--- src/rtl/game_pkg.sv ---
// game_pkg: shared types and constants for the per-frame game-logic sequencer.
//   sched_state_t : frame sequencer FSM state encoding
//   PH_*          : fixed phase order of the object-update blocks within a frame
package game_pkg;

    typedef enum logic [1:0] {
        IDLE,
        START,
        WAIT
    } sched_state_t;

    localparam int unsigned PH_PHYS  = 0;
    localparam int unsigned PH_PIPE  = 1;
    localparam int unsigned PH_COLL  = 2;
    localparam int unsigned PH_SCORE = 3;

endpackage

--- src/rtl/frame_sched_rise_detect.sv ---
// rise_detect: turns a clk_100MHz-synchronous level into a 1-cycle pulse on
// each rising edge.
//   clk_100MHz : system clock
//   reset      : synchronous, active-high; clears the history register
//   level      : input level (already synchronous to clk_100MHz)
//   pulse      : high for the one cycle in which level is 1 and was 0
module rise_detect (
    input  logic clk_100MHz,
    input  logic reset,
    input  logic level,
    output logic pulse
);

    logic level_q;

    always_ff @(posedge clk_100MHz) begin
        if (reset) begin
            level_q <= 1'b0;
        end else begin
            level_q <= level;
        end
    end

    // History cleared by reset, so a level already high at release yields one pulse.
    assign pulse = level & ~level_q;

endmodule

--- src/rtl/frame_sched.sv ---
// frame_sched: per-frame update sequencer for the game logic.
// Detects clk_60Hz / clk_5Hz rising edges, and once per 60 Hz frame walks the
// update blocks through N_PHASE phases with a start/done handshake.
//   clk_100MHz  : system clock (only clock)
//   reset       : synchronous, active-high
//   clk_60Hz    : 60 Hz frame level; rising edge launches a frame while run=1
//   clk_5Hz     : 5 Hz animation level; rising edge gives anim_tick while run=1
//   run         : frames are launched only while high
//   clear_err   : clears overrun_cnt and err_timeout (wins over same-cycle set)
//   phase_done  : one-hot done from each update block; only bit idx is honoured
//   phase_start : one-hot 1-cycle start to each update block
//   cur_phase   : active phase index, 0 when idle
//   busy        : frame in progress
//   frame_done  : 1-cycle pulse after the last phase completes
//   anim_tick   : 1-cycle pulse, one cycle after a clk_5Hz rise with run=1
//   overrun_cnt : saturating count of frame ticks dropped while busy
//   err_timeout : sticky; a phase waited TIMEOUT cycles without done
module frame_sched
    import game_pkg::*;
#(
    parameter int unsigned N_PHASE = 4,
    parameter int unsigned TIMEOUT = 65535,
    parameter int unsigned OVR_W   = 8
) (
    input  logic               clk_100MHz,
    input  logic               reset,
    input  logic               clk_60Hz,
    input  logic               clk_5Hz,
    input  logic               run,
    input  logic               clear_err,
    input  logic [N_PHASE-1:0] phase_done,
    output logic [N_PHASE-1:0] phase_start,
    output logic [2:0]         cur_phase,
    output logic               busy,
    output logic               frame_done,
    output logic               anim_tick,
    output logic [OVR_W-1:0]   overrun_cnt,
    output logic               err_timeout
);

    localparam int unsigned IDX_W = $clog2(N_PHASE);
    localparam int unsigned TMR_W = $clog2(TIMEOUT + 1);
    localparam logic [IDX_W-1:0] LAST_IDX  = IDX_W'(N_PHASE - 1);
    localparam logic [TMR_W-1:0] TMR_LIMIT = TMR_W'(TIMEOUT - 1);

    logic frame_tick;
    logic a2_tick;

    rise_detect u_rise_60 (
        .clk_100MHz (clk_100MHz),
        .reset      (reset),
        .level      (clk_60Hz),
        .pulse      (frame_tick)
    );

    rise_detect u_rise_5 (
        .clk_100MHz (clk_100MHz),
        .reset      (reset),
        .level      (clk_5Hz),
        .pulse      (a2_tick)
    );

    sched_state_t     state, state_next;
    logic [IDX_W-1:0] idx, idx_next;
    logic [TMR_W-1:0] timer, timer_next;
    logic             done_next;
    logic             timeout_hit;
    logic             ovr_inc;

    always_ff @(posedge clk_100MHz) begin
        if (reset) begin
            state <= IDLE;
            idx   <= '0;
            timer <= '0;
        end else begin
            state <= state_next;
            idx   <= idx_next;
            timer <= timer_next;
        end
    end

    always_comb begin
        state_next  = state;
        idx_next    = idx;
        timer_next  = timer + TMR_W'(1);
        done_next   = 1'b0;
        timeout_hit = 1'b0;
        phase_start = '0;
        cur_phase   = '0;
        busy        = 1'b0;

        case (state)
            IDLE: begin
                timer_next = '0;
                if (frame_tick && run) begin
                    idx_next   = '0;
                    state_next = START;
                end
            end
            START: begin
                phase_start = N_PHASE'(1) << idx;
                cur_phase   = 3'(idx);
                busy        = 1'b1;
                state_next  = WAIT;
            end
            WAIT: begin
                cur_phase = 3'(idx);
                busy      = 1'b1;
                if (phase_done[idx]) begin
                    if (idx == LAST_IDX) begin
                        done_next  = 1'b1;
                        state_next = IDLE;
                    end else begin
                        idx_next   = idx + IDX_W'(1);
                        timer_next = '0;
                        state_next = START;
                    end
                end else if (timer == TMR_LIMIT) begin
                    timeout_hit = 1'b1;
                    state_next  = IDLE;
                end
            end
            default: begin
                state_next = IDLE;
            end
        endcase
    end

    // The timer is zeroed on entry to START and counts through START and WAIT,
    // so the timeout fires TIMEOUT cycles after the phase_start pulse.

    // Any frame tick outside IDLE is dropped, including the acceptance cycle
    // of the last done (state is still WAIT then).
    assign ovr_inc = frame_tick && (state != IDLE);

    always_ff @(posedge clk_100MHz) begin
        if (reset) begin
            frame_done  <= 1'b0;
            anim_tick   <= 1'b0;
            overrun_cnt <= '0;
            err_timeout <= 1'b0;
        end else begin
            frame_done <= done_next;
            anim_tick  <= a2_tick & run;
            if (clear_err) begin
                overrun_cnt <= '0;
                err_timeout <= 1'b0;
            end else begin
                if (ovr_inc && (overrun_cnt != '1)) begin
                    overrun_cnt <= overrun_cnt + OVR_W'(1);
                end
                if (timeout_hit) begin
                    err_timeout <= 1'b1;
                end
            end
        end
    end

endmodule

--- config.mk ---
export PLATFORM = sky130hd
export DESIGN_NAME = frame_sched
export DESIGN_NICKNAME = d
export VERILOG_FILES = /design/src/rtl/game_pkg.sv /design/src/rtl/frame_sched_rise_detect.sv /design/src/rtl/frame_sched.sv
export SDC_FILE = /design/constraint.sdc
export NUM_CORES = 1
export LEC_CHECK = 0
export CORE_MARGIN = 8
export CORE_UTILIZATION = 30
export DETAILED_ROUTE_END_ITERATION = 10
export PLACE_DENSITY = 0.59
export SETUP_SLACK_MARGIN = 0.02
export SLEW_MARGIN = 5
export SYNTH_ARGS = -nofsm -noshare
export SYNTH_HDL_FRONTEND = slang
export SYNTH_SLANG_ARGS = --single-unit
export TNS_END_PERCENT = 30
--- constraint.sdc ---
create_clock -name clk_100MHz -period 2.5 [get_ports clk_100MHz]
set_input_delay 0.75 -clock clk_100MHz [delete_from_list [all_inputs] [get_ports clk_100MHz]]
set_output_delay 0.75 -clock clk_100MHz [all_outputs]
set_load 0.1 [all_outputs]
==> flow_summary.toml <==
[logic_synthesis]
ys_seq_area_share_pct = 39.2
synthFlopType = "dfxtp_1"
synth_area_per_cell_um2 = 9.05
yosysWarnings = 0
syn_inst = 186
syn_nets = 207
synth_edf_count = 0
synth_cell_types = 46
async_flop_share_pct = 0
synth_area_um2 = 1680
ys_ff_latch = 33

[finish]
fin_nets = 239
final_area_um2 = 2160
fin_cells = 291
final_core_util_pct = 39.5
final_cell_mix = "dfxtp_1 (33), nor2_1 (19), buf_4 (16)"
syn2layout_area_growth_pct = 28.3
nFillCells = 569
antenna_cells = 0
final_common_cell = "dfxtp_1"
drive_gt1_share_pct = 17.8

[placement]
placed_area_um2 = 2080
place_congestion = 0.766
io_buffers = 27
dp_cells = 283
place_hpwl_mm = 2.69

[power]
leakagePower_uw = 0.000805
p_total_uw = 1530
p_per_area_nw_per_um2 = 708
ir_drop_mv = 0.399

[routing]
avgViaCountPerCell = 4.69
wirelength_mm = 3.49
detail-route-antenna-nets = 0
wl_per_cell_um = 12.0
num_vias = 1365
drc = 0
firstDrtPassIters = 4
first_iter_violations = 24

[clock_tree]
cts_buffers = 5
clk_pin_slew_ns = 0.07
clockBufferDepth = 2
cts_setup_buffers = 0
ctsResizeCount = 0
cts_tree = "built"
clock-sinks = 33
clkLatencyLatePin_ns = 0.28
clock-root-buffer = "clkbuf_8"
ctsHoldBuffers = 0
cts.htree.levels = 2

[floorplan]
rows = 27
die_x_um = 90.9
initial_core_util_pct = 30.8
dieHeight_um = 90.9
ioPinCount = 29
die-area_um2 = 8270
core-area_um2 = 5470

[setup_path]
regToRegStartpoint = "idx[0]"
cp-end-kind = "flip-flop"
cp_max_fo = 4
cp-start-kind = "input pin"
required_ns = 2.67
critical_path_class = "in2reg"
crit_start = "phase_done[3]"
cp.arrival_ns = 2.40

[sta]
setup-violations-final = 0
finClkSkew_ns = 0.00626
slew_violations = 0
post-route-period-util_pct = 89.2
fin_crit_ns = 2.23
finalHoldViolations = 0
grt_setup_unrepaired = "no"
clock.fmax_mhz = 449

[global_routing]
grt_pass1_wl_mm = 6.04
first_global_vias = 1341
antenna_found_initial = 0
grt_overflow = 0
grt_max_degree = 11
grt_usage_pct = 8.70

[worst_hold_path]
hp-class = "reg2reg"
worstHoldStart = "timer[0]"

[status]
status = "finished, final reports clean"

[job]
maxCapViolCount = 0
==> synth_stat cells, types with 2 or more instances <==
cell | instances | area, um2
dfxtp_1 | 33 | 661
nor2_1 | 19 | 71.3
ha_1 | 11 | 138
nand4_1 | 10 | 62.6
xor2_1 | 10 | 87.6
a21oi_1 | 9 | 45.0
and2_1 | 9 | 56.3
inv_1 | 9 | 33.8
nand2_1 | 7 | 26.3
o21ai_0 | 7 | 35.0
nand3_1 | 6 | 30.0
or3_1 | 5 | 31.3
a31oi_1 | 3 | 18.8
and4_1 | 3 | 26.3
mux2_2 | 3 | 33.8
nand2b_1 | 3 | 18.8
xnor2_1 | 3 | 26.3
clkbuf_1 | 2 | 7.51
mux2i_1 | 2 | 20.0
nor2b_1 | 2 | 12.5
nor3_1 | 2 | 10.0
nor3b_1 | 2 | 15.0
nor4_1 | 2 | 12.5
or2_2 | 2 | 12.5
==> per-layer routing <==
metal	vias to the layer above	wire length [um]	GRT usage [%]
li1	718	-	-
met1	623	1760	10.4
met2	20	1540	13.6
met3	4	151	3.49
met4	0	41	3.27
met5	-	0	0
==> cells by family after synthesis <==
kind of cell	after synthesis	share of synthesized area [%]
AO/OA/AOI/OAI	29	11.0
XOR/XNOR	13	6.76
adder cells (fa/ha/maj)	11	8.17
buffers and inverters	16	4.98
flip-flops	33	39.2
multiplexers	6	4.53
other	1	0.223
AND/OR/NAND/NOR	77	25.1
==> stage by stage <==
stage | worst slack [ns] | TNS, ns | hold WS [ns]
after CTS | 0.269 | 0 | 0.480
after global routing | 0.187 | 0 | 0.521
final | 0.271 | 0 | 0.473
after detailed placement | -0.0249 | -0.0249 | 0.465
after global placement | 0.0244 | 0 | 0.454
after floorplan | 0.121 | 0 | 0.437
==> sequential cells by signal, indices dropped and copies added (netlist names) <==
signal             count
anim_tick              1
err_timeout            1
frame_done             1
idx                    2
overrun_cnt            8
state                  2
timer                 16
u_rise_5.level_q       1
u_rise_60.level_q      1
==> final cells by class <==
type	count	area [um2]	area share [%]
tap	72	90.1	4.17
multi-input combinational	137	943	43.7
inverter	9	33.8	1.56
sequential	33	661	30.6
timing repair buffer	32	350	16.2
clock inverter	2	10.0	0.463
clock buffer	6	72.6	3.36
==> power by group <==
part | internal [uW] | leakage, uW | switching, uW
Clock | 193 | 0.0000450 | 185
Combinational | 225 | 0.000493 | 352
Sequential | 551 | 0.000267 | 22.5
Total | 969 | 0.000805 | 560
==> path summary, 6_finish.rpt <==
path / to / slack [ns] / cells after the start
min reg2reg: timer[0] / 0.47 / 1
max: state[0] / 0.27 / 5
max reg2reg: state[0] / 0.64 / 4
min: timer[0] / 0.47 / 1
==> critical path, cell delays in order <==
cell and delay (ns):
clkdlybuf4s50_1 0.42, mux4_2 0.52, nand2b_1 0.17, o21ai_1 0.19, mux2_2 0.35
No activity file was read; power rests on OpenSTA's default activity.
